**src/rtl/color_scan_sequencer.sv**
```systemverilog
// TCS3200 scan controller: steps the filters through red/green/blue/clear, counts sensor edges
// in a gate window per filter, and publishes the four counts as one coherent set.
module color_scan_sequencer #(
    parameter int         SETTLE_CYCLES = 50000,
    parameter int         GATE_CYCLES   = 500000,
    parameter int         CNT_W         = 16,
    parameter logic [1:0] SCALE         = 2'b11
) (
    input  logic             clk,
    input  logic             rst,
    input  logic             start,
    input  logic             continuous,
    input  logic             abort,
    input  logic             sensor_out,
    output logic [1:0]       s2_s3,
    output logic [1:0]       s0_s1,
    output logic             led_en,
    output logic             busy,
    output logic             done,
    output logic [CNT_W-1:0] red_cnt,
    output logic [CNT_W-1:0] green_cnt,
    output logic [CNT_W-1:0] blue_cnt,
    output logic [CNT_W-1:0] clear_cnt,
    output logic [3:0]       sat
);
    localparam int TMR_MAX = (SETTLE_CYCLES > GATE_CYCLES) ? SETTLE_CYCLES : GATE_CYCLES;
    localparam int TMR_W   = $clog2(TMR_MAX + 1);
    localparam logic [TMR_W-1:0] SETTLE_LOAD = TMR_W'(SETTLE_CYCLES - 1);
    localparam logic [TMR_W-1:0] GATE_LOAD   = TMR_W'(GATE_CYCLES - 1);
    localparam logic [CNT_W-1:0] CNT_MAX     = {CNT_W{1'b1}};
    localparam logic [1:0] CH_RED   = 2'd0;
    localparam logic [1:0] CH_CLEAR = 2'd3;

    // IDLE: sensor powered down | SETTLE: filter settling | GATE: counting edges | DONE: publish
    typedef enum logic [1:0] {ST_IDLE, ST_SETTLE, ST_GATE, ST_DONE} state_t;

    state_t                state_q, state_d;
    logic [1:0]            ch_q, ch_d;
    logic [TMR_W-1:0]      tmr_q, tmr_d;
    logic [CNT_W-1:0]      edge_cnt_q, edge_cnt_d, edge_cnt_nxt;
    logic [3:0][CNT_W-1:0] shd_q, shd_d, pub_q, pub_d;
    logic [3:0]            shd_sat_q, shd_sat_d, sat_q, sat_d;
    logic [2:0]            sync_q, sync_d;
    logic                  edge_q, edge_d;
    logic [1:0]            s2_s3_q, s2_s3_d, s0_s1_q, s0_s1_d;
    logic                  led_en_q, led_en_d, busy_q, busy_d, done_q, done_d;

    function automatic logic [1:0] chan_code(input logic [1:0] ch);
        case (ch)
            2'd0:    return 2'b00;
            2'd1:    return 2'b11;
            2'd2:    return 2'b01;
            default: return 2'b10;
        endcase
    endfunction

    always_comb begin
        sync_d     = {sync_q[1:0], sensor_out};
        edge_d     = sync_q[1] & ~sync_q[2];
        state_d    = state_q;
        ch_d       = ch_q;
        tmr_d      = tmr_q;
        edge_cnt_d = edge_cnt_q;
        shd_d      = shd_q;
        shd_sat_d  = shd_sat_q;
        pub_d      = pub_q;
        sat_d      = sat_q;

        edge_cnt_nxt = edge_cnt_q;
        if (edge_q && edge_cnt_q != CNT_MAX)
            edge_cnt_nxt = edge_cnt_q + CNT_W'(1);

        if (abort && state_q != ST_IDLE) begin
            state_d = ST_IDLE;
        end else begin
            case (state_q)
                ST_IDLE: begin
                    if (start) begin
                        state_d   = ST_SETTLE;
                        ch_d      = CH_RED;
                        tmr_d     = SETTLE_LOAD;
                        shd_sat_d = '0;
                    end
                end
                ST_SETTLE: begin
                    if (tmr_q == '0) begin
                        state_d    = ST_GATE;
                        tmr_d      = GATE_LOAD;
                        edge_cnt_d = '0;
                    end else begin
                        tmr_d = tmr_q - TMR_W'(1);
                    end
                end
                ST_GATE: begin
                    edge_cnt_d = edge_cnt_nxt;
                    if (edge_q && edge_cnt_q == CNT_MAX)
                        shd_sat_d[ch_q] = 1'b1;
                    if (tmr_q == '0) begin
                        shd_d[ch_q] = edge_cnt_nxt;
                        if (ch_q == CH_CLEAR) begin
                            state_d = ST_DONE;
                        end else begin
                            state_d = ST_SETTLE;
                            ch_d    = ch_q + 2'd1;
                            tmr_d   = SETTLE_LOAD;
                        end
                    end else begin
                        tmr_d = tmr_q - TMR_W'(1);
                    end
                end
                default: begin
                    if (continuous) begin
                        state_d   = ST_SETTLE;
                        ch_d      = CH_RED;
                        tmr_d     = SETTLE_LOAD;
                        shd_sat_d = '0;
                    end else begin
                        state_d = ST_IDLE;
                    end
                end
            endcase
        end

        // Publishing on entry to DONE makes the counts valid in the same cycle as the done pulse.
        if (state_d == ST_DONE) begin
            pub_d = shd_d;
            sat_d = shd_sat_d;
        end

        busy_d   = (state_d != ST_IDLE);
        led_en_d = busy_d;
        s0_s1_d  = busy_d ? SCALE : 2'b00;
        s2_s3_d  = busy_d ? chan_code(ch_d) : 2'b00;
        done_d   = (state_d == ST_DONE);
    end

    always_ff @(posedge clk or posedge rst) begin
        if (rst) begin
            state_q    <= ST_IDLE;
            ch_q       <= CH_RED;
            tmr_q      <= '0;
            edge_cnt_q <= '0;
            shd_q      <= '0;
            shd_sat_q  <= '0;
            pub_q      <= '0;
            sat_q      <= '0;
            sync_q     <= '0;
            edge_q     <= 1'b0;
            s2_s3_q    <= 2'b00;
            s0_s1_q    <= 2'b00;
            led_en_q   <= 1'b0;
            busy_q     <= 1'b0;
            done_q     <= 1'b0;
        end else begin
            state_q    <= state_d;
            ch_q       <= ch_d;
            tmr_q      <= tmr_d;
            edge_cnt_q <= edge_cnt_d;
            shd_q      <= shd_d;
            shd_sat_q  <= shd_sat_d;
            pub_q      <= pub_d;
            sat_q      <= sat_d;
            sync_q     <= sync_d;
            edge_q     <= edge_d;
            s2_s3_q    <= s2_s3_d;
            s0_s1_q    <= s0_s1_d;
            led_en_q   <= led_en_d;
            busy_q     <= busy_d;
            done_q     <= done_d;
        end
    end

    assign s2_s3     = s2_s3_q;
    assign s0_s1     = s0_s1_q;
    assign led_en    = led_en_q;
    assign busy      = busy_q;
    assign done      = done_q;
    assign red_cnt   = pub_q[0];
    assign green_cnt = pub_q[1];
    assign blue_cnt  = pub_q[2];
    assign clear_cnt = pub_q[3];
    assign sat       = sat_q;
endmodule

```
**config.mk**
```make
export PLATFORM = sky130hd
export DESIGN_NAME = color_scan_sequencer
export DESIGN_NICKNAME = d
export VERILOG_FILES = /design/src/rtl/color_scan_sequencer.sv
export SDC_FILE = /design/constraint.sdc
export NUM_CORES = 1
export LEC_CHECK = 0
export ABC_AREA = 1
export CORE_AREA = 2 2 121 123
export CTS_CLUSTER_DIAMETER = 120
export DETAILED_ROUTE_END_ITERATION = 6
export DIE_AREA = 0 0 123 125
export PLACE_DENSITY = 0.82
export SYNTH_ARGS = -nofsm -noshare
export SYNTH_HDL_FRONTEND = slang
export SYNTH_SLANG_ARGS = --single-unit
```
**constraint.sdc**
```tcl
create_clock -name clk -period 14.1 [get_ports clk]
set_clock_uncertainty 0.2 [all_clocks]
set_input_delay 2.115 -clock clk [delete_from_list [all_inputs] [get_ports clk]]
set_output_delay 2.115 -clock clk [all_outputs]
set_load 0.005 [all_outputs]
```
==> reports/results.ini, run 1 <==
[clocking]
htree_levels=4
clock_sinks=183
cts_tree=built
clockRootBuffer=clkbuf_16
postCtsSetupBuffers=0
clkTransAtPathRegs_ns=0.07
worstSkewPairLatency_ns=0.44
ctsResizeCount=0
max-clock-path-buffers=2
cts_buffers=17
hold_buffers=0

[run_status]
outcome=finished clean

[floorplan]
die_area_sq_um=15400
core-area_sq_um=14200
die_width_um=123
initial_core_util_pct=58.1
die_height_um=125
rows=44
io_pins=81

[synth]
ys_seq_area_share_pct=55.5
synth_fp_nets=1000
synth-seq-cells=183
avgSynthCellArea_sq_um=8.36
yosysUniqueCellTypes=38
synthTopCellsByArea=dfrtp_1 (56%), nand2_1 (17%), nor2_1 (4.1%), inv_1 (3.4%), o21ai_0 (2.6%)
syn_area_sq_um=8250
syn_inst=987
synth_top_area_share_pct=55.5
synth_top_cell_by_area=dfrtp_1
synth-warning-count=0

[timing]
slew_violations=0
fmax_ghz=0.203
holdWs_ns=0.144
finalHoldViolCount=0
fin_crit_ns=4.93
setup_tns_ns=0
fin_crit_sh_pct=34.9
postLayoutSetupSlackWorst_ns=9.17
rsz0062_at_grt=false
max_slew_margin_pct=31.8
worstMarginPinSlew_ns=1.02
setup_violations=0

[final_layout]
utilization_pct=67.9
drive_gt1_share_pct=7.58
n_antenna_cell=0
layout_common_cells=nand2_1 (369), dfrtp_1 (183), nor2_1 (90), clkdlybuf4s50_1 (80), inv_1 (74)
fill_cells=1117
area_delta_synth_final_pct=17.0
final_area_sq_um=9650
nNetsFinal=1068
final_common_cell=nand2_1

[placed_design]
post_dp_cell_area_sq_um=9080
post-place-ws_ns=8.73
hpwl_um=12000
gp_congestion=0.920
io_buffers=80

[route]
drc_errors=0
vias_per_cell=5.31
wl_um=18800
dr.pass1.iters=5
ant_nets=0
vias=6643
wire_per_inst_um=15.0
drtIter0Drc=643

[power]
power_density_nw_per_um2=121
power_leakage_uw=0.00486
ir_drop_v=0.0000927

[worst_setup_path]
path_cells=clkdlybuf4s50_1 -> inv_1 -> nor2_1 -> inv_1 -> o21ai_0 -> inv_2 -> nand2_1 -> inv_2 -> nand2_4 -> inv_2 -> nand2_1 -> nand2_1
slowest_delay_ns=0.64
path_max_fanout=80
cp.arrival_ns=5.04
crit_type=in -> reg
cp_data_required_time_ns=14.21
cp-end-kind=flop
start_kind=input pin
cp_slowest_cell=inv_2

[global_route]
grt_max_degree=114
globalRouteTotalUtil_pct=25.8
grt-ovfl-total=0
antenna_found_initial=0
grt_pass1_wl_um=31000
grt_pass1_vias=6319

[worst_hold_path]
hold_class=reg -> reg

[job]
drv_cap=0

[cell families (layout without fill, tap and decap cells)]
group,count (synthesis),after routing,share of synthesized area [%]
AND/OR/NAND/NOR,544,544,27.4
AO/OA/AOI/OAI,117,117,7.71
buffers and inverters,119,200,6.49
XOR/XNOR,17,17,1.81
adder cells (fa/ha/maj),7,7,1.06
flip-flops,183,183,55.5
[area by class of cell]
cell class	instances	area (sq um)	area share, %
tap	184	230	2.39
multi-input combinational	685	3130	32.5
sequential	183	4580	47.5
clock buffer	18	429	4.45
clock inverter	14	136	1.41
timing repair buffer	81	808	8.38
inverter	87	332	3.44
[worst paths after layout]
check / startpoint / to / slack, ns / cells past startpoint
worst min-delay path: sync_q[0]$_DFF_PP0_ / sync_q[1]$_DFF_PP0_ / 0.14 / 0
worst min register to register: sync_q[0]$_DFF_PP0_ / sync_q[1]$_DFF_PP0_ / 0.14 / 0
worst max register to register: tmr_q[0]$_DFFE_PP0P_ / green_cnt[14]$_DFFE_PP0N_ / 10.33 / 14
worst max-delay path: abort / green_cnt[14]$_DFFE_PP0N_ / 9.17 / 12
max in group asynchronous: rst / shd_q[17]$_DFF_PP0_ / 10.18 / 3
min in group asynchronous: rst / red_cnt[7]$_DFFE_PP0N_ / 2.07 / 2
[registers in the layout (all words and copies together), names as in the netlist]
name        count
edge_cnt_q     16
red_cnt        16
edge_q          1
clear_cnt      16
sync_q          3
shd_q          64
s0_s1           1
sat             4
tmr_q          19
state_q         2
blue_cnt       16
shd_sat_q       4
green_cnt      16
s2_s3           2
done            1
ch_q            2
[metal layers]
metal  global-route usage (%)  up-vias  routed length [um]
met5                        0        -                   0
met4                     9.49        0                 439
met3                     5.61       36                1140
met2                     38.6      216                8710
met1                     37.2     3154                8510
li1                         -     3237                   -
[critical path: cells and delay by family]
family | cells | cell delay, ns
AO/OA/AOI/OAI | 1 | 0.24
buffers and inverters | 6 | 1.39
AND/OR/NAND/NOR | 5 | 1.23
[Yosys cell counts (all sizes together)]
cell	count
nor3b	6
o211ai	2
nand2	374
nand3b	1
nand4	6
clkbuf	3
o21ai	64
or2	11
xnor2	1
nand3	31
buf	29
nor2	102
a22oi	3
and3	1
nor3	11
a21oi	30
o31ai	1
ha	7
nor4	1
dfrtp	183
o22ai	6
a31oi	10
xor2	16
inv	87
a21boi	1
[metrics by stage]
step           cells  total power [uW]
6_report        1252              1160
2_1_floorplan    987               675
3_5_place_dp    1220               714
4_1_cts         1252              1170
5_1_grt         1252              1210
3_3_place_gp    1220               712
[where the power goes]
part / internal [uW] / total [uW] / switching (uW)
clock network: 235 / 458 / 224
registers: 539 / 554 / 14.4
logic: 47.3 / 153 / 105
(Power assumes the default switching activity.)
==> inputs of run 2 (changes only) <==
Settings changed: CORE_AREA 2 2 121 123 to 2 2 124 126, DIE_AREA 0 0 123 125 to 0 0 126 128, PLACE_DENSITY 0.82 to 0.78.
Clock period 14.1 ns to 5 ns, I/O delays scaled along.
==> run 2 against run 1 <==
  * Non-clock buffer count grew 3
  * Sequential power increased to 2.8 times the previous value
  * First-iteration DRC count fell by 6.1%
  * Worst hold slack gained 0.024 ns
  * Die area grew 4.9%
  * Combinational power increased to 2.9 times the previous value
  * Sequential share of layout area fell by 0.35 points
  * Design area is 0.74% higher
  * Core utilization down 2.5 points
==> reports/results.ini, run 2 (synthesis gave the netlist of run 1 again) <==
[run_status]
outcome=finished clean  ; unchanged

[floorplan]
die_height_um=128  ; was 125 um
die_area_sq_um=16100  ; was 15400 sq um
rows=45  ; was 44
die_width_um=126  ; was 123 um
core-area_sq_um=14900  ; was 14200 sq um
initial_core_util_pct=55.5  ; was 58.1%
io_pins=81  ; unchanged

[route]
drtIter0Drc=604  ; was 643
vias=6615  ; was 6643
wl_um=19000  ; was 18800 um
dr.pass1.iters=6  ; was 5
ant_nets=0  ; unchanged
wire_per_inst_um=15.1  ; was 15.0 um
drc_errors=0  ; unchanged
vias_per_cell=5.25  ; was 5.31

[power]
p_total_uw=3350  ; was 1160 uW
power_leakage_uw=0.00489  ; was 0.00486 uW
ir_drop_v=0.000250  ; was 0.0000927 V
power_density_nw_per_um2=345  ; was 121 nW/um^2

[placed_design]
hpwl_um=12600  ; was 12000 um
gp_congestion=0.927  ; was 0.920
place_inst=1227  ; was 1220
post-place-ws_ns=1.68  ; was 8.73 ns
io_buffers=80  ; unchanged

[final_layout]
instances_no_fill=1259  ; was 1252
top_regs=shd_q: 64 flops, tmr_q: 19 flops  ; unchanged
largest_reg_flops=64  ; unchanged
n_antenna_cell=0  ; unchanged
area_delta_synth_final_pct=17.8  ; was 17.0%
top_register=shd_q  ; unchanged
drive_gt1_share_pct=7.94  ; was 7.58%
nNetsFinal=1071  ; was 1068
fill_cells=1262  ; was 1117
layout_common_cells=nand2_1 (369), dfrtp_1 (183), nor2_1 (90), clkdlybuf4s50_1 (80), inv_1 (74)  ; unchanged
final_common_cell=nand2_1  ; unchanged

[timing]
postLayoutSetupSlackWorst_ns=1.89  ; was 9.17 ns
rsz0062_at_grt=false  ; unchanged
fmax_ghz=0.322
setup_violations=0  ; unchanged
worstMarginPinSlew_ns=1.01  ; was 1.02 ns
fin_crit_sh_pct=62.1
max_slew_margin_pct=32.3  ; was 31.8%
finalHoldViolCount=0  ; unchanged
slew_violations=0  ; unchanged
setup_tns_ns=0  ; unchanged
holdWs_ns=0.168  ; was 0.144 ns
fin_crit_ns=3.11

[clocking]
max-clock-path-buffers=2  ; unchanged
cts_tree=built  ; unchanged
cts_buffers=17  ; unchanged
clkTransAtPathRegs_ns=0.07  ; about the same
htree_levels=4  ; unchanged
ctsResizeCount=0  ; unchanged
worstSkewPairLatency_ns=0.43  ; was 0.44 ns
postCtsSetupBuffers=0  ; unchanged
clockRootBuffer=clkbuf_16  ; unchanged
hold_buffers=0  ; unchanged
clock_sinks=183  ; unchanged

[worst_setup_path]
start_kind=flop  ; was input pin
cp-end-kind=flop  ; unchanged
path_max_fanout=58  ; was 80
crit_type=reg -> reg  ; was in -> reg
cp.arrival_ns=3.28  ; was 5.04 ns
cp_data_required_time_ns=5.17  ; was 14.21 ns

[global_route]
antenna_found_initial=0  ; unchanged
grt_pass1_vias=6308  ; was 6319
grt_pass1_wl_um=31600  ; was 31000 um
globalRouteTotalUtil_pct=24.6  ; was 25.8%
grt_max_degree=90  ; was 114
grt-ovfl-total=0  ; unchanged

[worst_hold_path]
hold_class=reg -> reg  ; unchanged

[job]
drv_cap=0  ; unchanged

==> run 2: cell types whose count changed in the layout (fill, tap and decap cells not counted), sizes merged <==
cell and change:
buf +3, bufinv +1, inv -1
==> run 2: per-layer routing <==
metal | track usage (%) | vias to the layer above | part of all wire, %
met5 | 0 | - | 0
met4 | 7.30 | 0 | 1.3
met3 | 4.72 | 21 | 5.5
met2 | 39.0 | 184 | 46
met1 | 34.8 | 3173 | 47
li1 | - | 3237 | -
==> run 2: final cells by class <==
cell class / instances / area (sq um) / area share, %
Sequential cell: 183 / 4580 / 47.1
Multi-Input combinational cell: 685 / 3130 / 32.2
Timing Repair Buffer: 84 / 843 / 8.68
Clock buffer: 18 / 439 / 4.52
Inverter: 87 / 330 / 3.40
Tap cell: 188 / 235 / 2.42
Clock inverter: 14 / 159 / 1.63
==> run 2: path summary, 6_finish.rpt <==
path | startpoint | slack [ns] | cells after the start | to
min in group asynchronous | rst | 0.54 | 2 | red_cnt[13]$_DFFE_PP0N_
min reg2reg | sync_q[0]$_DFF_PP0_ | 0.17 | 0 | sync_q[1]$_DFF_PP0_
max | tmr_q[0]$_DFFE_PP0P_ | 1.89 | 14 | red_cnt[4]$_DFFE_PP0N_
max reg2reg | tmr_q[0]$_DFFE_PP0P_ | 1.89 | 14 | red_cnt[4]$_DFFE_PP0N_
max in group asynchronous | rst | 3.10 | 3 | edge_q$_DFF_PP0_
min | sync_q[0]$_DFF_PP0_ | 0.17 | 0 | sync_q[1]$_DFF_PP0_
==> run 2: worst max-delay path: stages (launching register included) <==
cell	delay [ns]
dfrtp_1	0.37
inv_1	0.15
ha_1	0.20
nand2_1	0.06
nor2_1	0.15
nand3_1	0.39
nand2_1	0.16
nand2_1	0.06
nand3_1	0.07
nand2_1	0.06
inv_2	0.09
nand2_4	0.05
inv_2	0.71
nand2_1	0.16
nand2_1	0.10
==> run 2: through the flow <==
stage	util (%)	cell area (sq um)
2_1_floorplan	-	8250
3_3_place_gp	61.4	9120
3_5_place_dp	61.4	9120
4_1_cts	65.4	9720
5_1_grt	65.4	9720
6_report	65.4	9720
==> run 2: report_power, final <==
| part | total [uW] | internal [uW] | leakage, uW | switching [uW] |
|---|---|---|---|---|
| sequential | 1560 | 1520 | 0.00251 | 39.6 |
| combinational | 439 | 135 | 0.00209 | 303 |
| clock | 1350 | 724 | 0.000292 | 627 |
